--- src/rtl/deshift64_if.sv ---
// deshift64_if -- stream bundle for the 64-bit deserialiser.
//
// Input side : in_valid / in_wide / in_data offered by the producer,
//              in_ready returned by the deserialiser.
// Output side: out_valid / q presented by the deserialiser,
//              out_ready returned by the consumer.
//
// Modports:
//   master - the environment (drives chunks, drives out_ready)
//   slave  - the deserialiser itself
interface deshift64_if;
    logic        in_valid;
    logic        in_wide;
    logic [7:0]  in_data;
    logic        in_ready;
    logic        out_ready;
    logic        out_valid;
    logic [63:0] q;

    modport master (
        output in_valid,
        output in_wide,
        output in_data,
        output out_ready,
        input  in_ready,
        input  out_valid,
        input  q
    );

    modport slave (
        input  in_valid,
        input  in_wide,
        input  in_data,
        input  out_ready,
        output in_ready,
        output out_valid,
        output q
    );
endinterface

--- src/rtl/deshift64.sv ---
// deshift64 -- collects 1-bit or 8-bit chunks, MSB first, into 64-bit words.
//
// Ports:
//   clk    - sole clock, rising edge
//   reset  - synchronous active-high reset, clears all state
//   flush  - synchronous discard of the partially collected word
//   bus    - deshift64_if.slave: chunk input handshake and word output
//            handshake (in_valid/in_wide/in_data/in_ready,
//            out_valid/out_ready/q)
//   count  - bits currently held in the accumulator (0..64)
//   err    - sticky flag: an 8-bit chunk arrived with fewer than 8 free bits
//
// The accumulator is kept separate from the output register so a new word
// can be assembled while the previous one waits for the consumer. If a word
// completes while the output slot is still occupied, it is parked in the
// accumulator with count=64 (which also deasserts in_ready) until the slot
// frees up.
module deshift64 (
    input  logic        clk,
    input  logic        reset,
    input  logic        flush,
    deshift64_if.slave  bus,
    output logic [6:0]  count,
    output logic        err
);

    localparam logic [6:0] FULL = 7'd64;

    logic [63:0] acc_q,       acc_d;
    logic [6:0]  count_q,     count_d;
    logic [63:0] word_q,      word_d;
    logic        out_valid_q, out_valid_d;
    logic        err_q,       err_d;

    logic        in_ready;
    logic        accept;
    logic        slot_free;
    logic        drain;
    logic        misaligned;
    logic [63:0] shift_acc;
    logic [6:0]  shift_count;

    assign in_ready    = (count_q != FULL) && !flush;
    assign accept      = bus.in_valid && in_ready;
    assign slot_free   = !out_valid_q || bus.out_ready;
    assign drain       = out_valid_q && bus.out_ready;
    // A byte needs 8 free bits; more than 56 held means it would overflow.
    assign misaligned  = bus.in_wide && (count_q > 7'd56);
    assign shift_acc   = bus.in_wide ? {acc_q[55:0], bus.in_data}
                                     : {acc_q[62:0], bus.in_data[0]};
    assign shift_count = count_q + (bus.in_wide ? 7'd8 : 7'd1);

    always_comb begin
        acc_d       = acc_q;
        count_d     = count_q;
        word_d      = word_q;
        out_valid_d = out_valid_q;
        err_d       = err_q;

        // Consumer takes the word; a load below may re-set out_valid.
        if (drain) begin
            out_valid_d = 1'b0;
        end

        if (flush) begin
            acc_d   = '0;
            count_d = '0;
        end else if (count_q == FULL) begin
            // Parked complete word waiting for a free output slot.
            if (slot_free) begin
                word_d      = acc_q;
                out_valid_d = 1'b1;
                count_d     = '0;
            end
        end else if (accept) begin
            if (misaligned) begin
                err_d = 1'b1;
            end else begin
                acc_d = shift_acc;
                if (shift_count == FULL && slot_free) begin
                    word_d      = shift_acc;
                    out_valid_d = 1'b1;
                    count_d     = '0;
                end else begin
                    count_d = shift_count;
                end
            end
        end
    end

    always_ff @(posedge clk) begin
        if (reset) begin
            acc_q       <= '0;
            count_q     <= '0;
            word_q      <= '0;
            out_valid_q <= 1'b0;
            err_q       <= 1'b0;
        end else begin
            acc_q       <= acc_d;
            count_q     <= count_d;
            word_q      <= word_d;
            out_valid_q <= out_valid_d;
            err_q       <= err_d;
        end
    end

    assign bus.in_ready  = in_ready;
    assign bus.out_valid = out_valid_q;
    assign bus.q         = word_q;
    assign count         = count_q;
    assign err           = err_q;

endmodule

--- src/flat_wrapper.sv ---
// flat-port wrapper written by rule: the top's interface ports become plain ports
module deshift64_flat 
  (clk, reset, flush, count, err, bus_in_valid, bus_in_wide, bus_in_data, bus_out_ready, bus_in_ready, bus_out_valid, bus_q);
  deshift64_if bus_i ();
  input  logic clk;
  input  logic reset;
  input  logic flush;
  output logic [6:0] count;
  output logic err;
  input wire logic [$bits(bus_i.in_valid)-1:0] bus_in_valid;
  input wire logic [$bits(bus_i.in_wide)-1:0] bus_in_wide;
  input wire logic [$bits(bus_i.in_data)-1:0] bus_in_data;
  input wire logic [$bits(bus_i.out_ready)-1:0] bus_out_ready;
  output wire logic [$bits(bus_i.in_ready)-1:0] bus_in_ready;
  output wire logic [$bits(bus_i.out_valid)-1:0] bus_out_valid;
  output wire logic [$bits(bus_i.q)-1:0] bus_q;
  assign bus_i.in_valid = bus_in_valid;
  assign bus_i.in_wide = bus_in_wide;
  assign bus_i.in_data = bus_in_data;
  assign bus_i.out_ready = bus_out_ready;
  assign bus_in_ready = bus_i.in_ready;
  assign bus_out_valid = bus_i.out_valid;
  assign bus_q = bus_i.q;
  deshift64 u_core (.clk(clk), .reset(reset), .flush(flush), .bus(bus_i), .count(count), .err(err));
endmodule
--- config.mk ---
export PLATFORM = sky130hd
export DESIGN_NAME = deshift64_flat
export DESIGN_NICKNAME = d
export VERILOG_FILES = /design/src/rtl/deshift64_if.sv /design/src/rtl/deshift64.sv /design/src/flat_wrapper.sv
export SDC_FILE = /design/constraint.sdc
export NUM_CORES = 1
export LEC_CHECK = 0
export CAP_MARGIN = 20
export CELL_PAD_IN_SITES_DETAIL_PLACEMENT = 1
export CELL_PAD_IN_SITES_GLOBAL_PLACEMENT = 1
export CORE_ASPECT_RATIO = 1.1
export CORE_MARGIN = 5
export CORE_UTILIZATION = 38
export CTS_CLUSTER_DIAMETER = 80
export DETAILED_ROUTE_END_ITERATION = 12
export HOLD_SLACK_MARGIN = 0.06
export MAX_ROUTING_LAYER = met4
export PLACE_DENSITY = 0.73
export SYNTH_ARGS = -nofsm -noshare
export SYNTH_HDL_FRONTEND = slang
export SYNTH_SLANG_ARGS = --single-unit
--- constraint.sdc ---
create_clock -name clk -period 2.81 [get_ports clk]
set_input_delay 0.281 -clock clk [delete_from_list [all_inputs] [get_ports clk]]
set_output_delay 0.281 -clock clk [all_outputs]
set_load 0.01 [all_outputs]
## Word-level counts from Yosys, hierarchy flattened

Cells that the tools add are included.

| cells by class | value |
|---|---|
| $add $sub $neg | 1 |
| magnitude comparators | 1 |
| equality and inequality tests | 5 |
| muxes and demuxes | 19 |
| bitwise operators | 3 |
| reduce and logical (&&, ||, !) cells | 15 |

Operators by type and width:

| cell | number |
|---|---|
| 64-bit 2-to-1 mux | 6 |
| 7-bit 2-to-1 mux | 5 |
| 7-bit equality test (second input constant) | 2 |
| 7-bit adder | 1 |
| 7-bit by 6-bit greater-than comparator with 1-bit output (second input constant) | 1 |
| 1-bit 2-to-1 mux | 7 |
| 7-bit inequality test (second input constant) | 1 |
| 3-bit AND reduction | 2 |
| 1-bit logical AND | 5 |
| 5-bit AND reduction | 1 |
| 4-bit 2-to-1 mux | 1 |
| 4-bit AND reduction | 1 |
| 2-bit nonzero test | 2 |
| 1-bit NOT | 3 |
| 1-bit logical NOT | 2 |
| 2-bit by 1-bit inequality test with 1-bit output (second input constant) | 1 |
| 2-bit inequality test (second input constant) | 1 |
| 2-bit OR reduction | 1 |
| 1-bit logical OR | 1 |

| word-level totals | value |
|---|---|
| flip-flop bits (word level) | 137 |
| bits of input ports | 14 |
| output and inout bits | 74 |
| word-level logic and storage cells | 49 |

## Longest topological paths before layout

Gate-level depths: netlist (run 1).

| logic depth | value |
|---|---|
| depth after elaboration | 9 |
| mapped depth | 12 |
| depth with buffers taken out | 8 |

## Least setup slack after synthesis (run 1)

No wires, ideal clock.

| timing path | value |
|---|---|
| path kind | input to register |
| start point | input bus_in_wide |
| end point | register u_core.word_q[0] (netlist: u_core.bus.q[0]) |
| setup time | 0.123 ns |
| arrival | 2.415 ns |
| data required time | 2.687 ns |
| setup slack | 0.272 ns |
| stages on the path | 11 |
| cells stage by stage | buf_2 buf_2 inv_1 ha_1 ha_1 a31oi_1 nand3b_1 a211oi_2 o2111ai_2 buf_6 mux2_1 |

| on the way | value |
|---|---|
| cells in the longest elaborated chain, start to end | 6 |
| elaborated cells on any way between the ends | 8 |
| those cells by class | add/sub (1); eq/ne (2); mux (1); reduce/logical (4) |

Ends and longest elaborated chain:

| element | RTL line | text |
|---|---|---|
| from (decl) | flat_wrapper.sv:11 | `input wire logic [$bits(bus_i.in_wide)-1:0] bus_in_wide;` |
| 4-bit 2-to-1 mux | deshift64.sv:51 | `assign shift_count = count_q + (bus.in_wide ? 7'd8 : 7'd1);` |
| 7-bit adder | deshift64.sv:51 |  |
| 7-bit equality test | deshift64.sv:80 | `if (shift_count == FULL && slot_free) begin` |
| 1-bit logical AND | deshift64.sv:80 |  |
| 2-bit nonzero test (no source line) | - |  |
| 5-bit AND reduction (no source line) (*) | - |  |
| to (signal assigned) | deshift64.sv:101 | `word_q <= word_d;` |
| to (decl) | deshift64.sv:31 | `logic [63:0] word_q, word_d;` |

Every way passes the cells marked *; elsewhere a longest branch is shown, timed or not.
A chain may end at the register's enable or synchronous reset.

## Worst setup path in the final report (run 1)

| timing path | value |
|---|---|
| start point | register u_core.count_q[0] (netlist: u_core.count[0]) |
| end point | register u_core.word_q[37] (netlist: u_core.bus.q[37]) |

| on the way | value |
|---|---|
| cells in the longest elaborated chain, start to end | 5 |
| elaborated cells on any way between the ends | 15 |
| those cells by class | add/sub (1); order compare (1); eq/ne (5); mux (1); reduce/logical (7) |

Ends and longest elaborated chain:

| element | RTL line | text |
|---|---|---|
| from (decl) | deshift64.sv:30 | `logic [6:0] count_q, count_d;` |
| from (signal assigned) | deshift64.sv:100 | `count_q <= count_d;` |
| 7-bit adder or 7-bit inequality test (tied branches) | deshift64.sv:51, deshift64.sv:43 |  |
| 7-bit equality test or 1-bit logical AND (tied branches) | deshift64.sv:80, deshift64.sv:43 |  |
| 1-bit logical AND, on equally long branches | deshift64.sv:80, deshift64.sv:44 |  |
| 2-bit nonzero test (no source line) | - |  |
| 5-bit AND reduction (no source line) | - |  |

Several ways; a longest one is shown, not always the timed one.

==> impl_metrics.tcl, run 1 <==
set metrics [dict create \
    status "complete, no violations" \
    hp-start "reset" \
    r2r_end "u_core.bus.q[37]" \
    skew_ps 7.15 \
    antenna_found_initial 0 \
    fin_crit_sh_pct 88.8 \
    regToRegStartpoint "u_core.count[0]" \
    power_density_nw_per_um2 545 \
    hold_buffers 0 \
    yosysSeqAreaShare_pct 40.3 \
    synthArstFlopShare_pct 0 \
    yosys-top-cells-area "dfxtp_1, mux2i_1, a211o_1" \
    hold_viol_final 0 \
    drive_above_1_share_pct 6.74 \
    worstPathMaxFanout 34 \
    yosysUniqueCellTypes 44 \
    dieArea_um2 20700 \
    drt_iter0_drc 406 \
    syn2layout_area_growth_pct 21.5 \
    viasPerCell 5.38 \
    drcViolationCount 0 \
    reg2reg_depth 8 \
    drt-total-wl_mm 17.8 \
    syn_inst 709 \
    setup_tns_ps 0 \
    ioPinCount 88 \
    die_h_um 150 \
    synth_fp_nets 726 \
    ys.flop_type "dfxtp_1" \
    yosysMostFrequentCell "dfxtp_1" \
    wl_per_cell_um 17.7 \
    overflow 0 \
    post_cts_buffers 0 \
    start_util_pct 38.5 \
    cp-end-kind "flip-flop" \
    clock_path_buffers 2 \
    core_um2 17700 \
    cts_root_buf "clkbuf_16" \
    cts_buffers 17 \
    htree_levels 4 \
    design_power_total_mw 4.51 \
    clock_sinks 137 \
    cap_viol_max_count 0 \
    die_w_um 138 \
    grt_start_max_net_pins 130 \
    rows 51 \
    cp-start-kind "flip-flop" \
    finalMaxSlewViolations 0 \
    ctsResizeCount 0 \
    grt.total_usage_pct 18.5 \
    period_needed_ps 2500 \
    worst_ir_drop_vdd_v 0.000445 \
    synth_area_um2 6810 \
    num_vias 5437 \
    synth_top_area_share_pct 40.3 \
    nets 776 \
    nFillCells 1977 \
    yosys.area.top_type "dfxtp_1" \
    first_pass_iters 4 \
    post-dp-hpwl_mm 11.7 \
    place.port_buffers 87 \
    grt_pass1_vias 5627 \
    holdPathStages 2 \
    r2r_slack_ps 310 \
    postRouteAntennaNets 0 \
    yosys_warnings 0 \
    clock.fmax_ghz 0.401 \
    synth_area_per_cell_um2 9.61 \
    synth_common_cells "dfxtp_1, nor2_1, mux2i_1" \
    ys_ff_latch 137 \
    insertion_delay_ps 420 \
    antenna_cells 0 \
    gp_congestion 0.840 \
    worst_slew_pin_slew_ps 1140 \
    crit_arrival_ps 2840 \
    clk_pin_slew_ps 60 \
    rsz0062_at_grt "no" \
    cts_tree "yes" \
    hold_end "u_core.err" \
    min_path_type "in2reg" \
    synth-edff-count 0 \
    setup_viol 0 \
    maxSlewHeadroom_pct 24.2 \
    leakagePower_nw 3.46 \
    worst-endpoint-required_ps 3160 \
    grt_pass1_wl_mm 29.4 \
    worstSetupPathType "reg2reg" \
]
layer usage:
layer,vias to the layer above,track usage (%),wire length (um)
met2,82,30.6,8880
met3,25,3.84,584
li1,2652,-,-
met1,2678,22.4,8110
met5,-,-,0
met4,0,6.04,267
worst max-delay path by stage:
stage | start | to | cells after the start
after floorplan | bus_in_wide | u_core.bus.q[0] | 11
after global placement | bus_in_wide | u_core.bus.q[27] | 10
after detailed placement | bus_in_wide | u_core.bus.q[37] | 10
after CTS | u_core.count[0] | u_core.bus.q[37] | 8
after global routing | u_core.count[0] | u_core.bus.q[41] | 8
final | u_core.count[0] | u_core.bus.q[37] | 8
per-stage QoR:
stage | std cells | hold WS, ps | instance area, um^2 | utilization (%) | setup slack (ps)
floorplan | 709 | 428 | 6810 | - | 272
global route | 1010 | 318 | 8280 | 46.8 | 162
global placement | 978 | 450 | 7690 | 43.5 | 387
CTS | 1010 | 285 | 8280 | 46.8 | 288
detailed placement | 978 | 466 | 7690 | 43.5 | 220
finish | 1010 | 287 | 8280 | 46.8 | 314
layout by cell type, fill, tap and decap left out, drive strengths merged, types with 2 or more instances in the layout:
master	n
a21oi	6
mux2i	127
clkinv	3
xnor2	2
inv	2
xor2	2
a31oi	3
nor2b	2
buf	11
a22o	3
a32o	3
nand2	4
o211ai	3
o21ai	5
clkbuf	25
clkdlybuf4s50	85
clkinvlp	2
dfxtp	137
and3	2
nand3	3
nor3	3
nor2	132
a211o	63
nand2b	64
a211oi	64
bufinv	2
ha	3
where the power goes:
| part | internal [mW] | total (mW) | switching (mW) |
|---|---|---|---|
| registers | 1.97 | 2.01 | 0.0334 |
| clock network | 1.40 | 2.22 | 0.823 |
| logic | 0.120 | 0.287 | 0.168 |
| total | 3.49 | 4.51 | 1.02 |
flip-flops by register name (all words and copies together) (netlist names):
| register | cells |
|---|---|
| u_core.acc_q | 64 |
| u_core.bus.q | 64 |
| u_core.count | 7 |
| u_core.bus.out_valid | 1 |
| u_core.err | 1 |
critical path: stages, from the launching register on:
cell and delay (ps):
dfxtp_1 360, ha_1 230, ha_1 260, a31o_2 290, nand3_1 120, a211oi_2 110
o2111ai_4 210, buf_4 540, mux2i_1 280
final cells by class:
class	count	area (um^2)	area share [%]
clock buffers	25	495	5.99
flip-flops and latches	137	2740	33.1
multi-input cells	505	3670	44.4
repair buffers	96	971	11.7
clock inverters	7	90.1	1.09
well taps	238	298	3.60
inverters	2	7.51	0.0907
cell families (layout without fill, tap and decap cells):
kind of cell	after synthesis	after routing	synth area share, %
AND/OR/NAND/NOR	217	217	15.5
AO/OA/AOI/OAI	153	153	18.2
flip-flops	137	137	40.3
multiplexers	128	128	18.8
buffers and inverters	67	130	6.04
XOR/XNOR	4	4	0.625
adder cells (fa/ha/maj)	3	3	0.551
Note: power is estimated with default switching activity, not from simulation.
==> inputs of run 2 (changes only) <==
- SKIP_LAST_GASP: not set -> 1
==> results of run 2 <==
Final layout, timing and power as in run 1 (identical DEF).
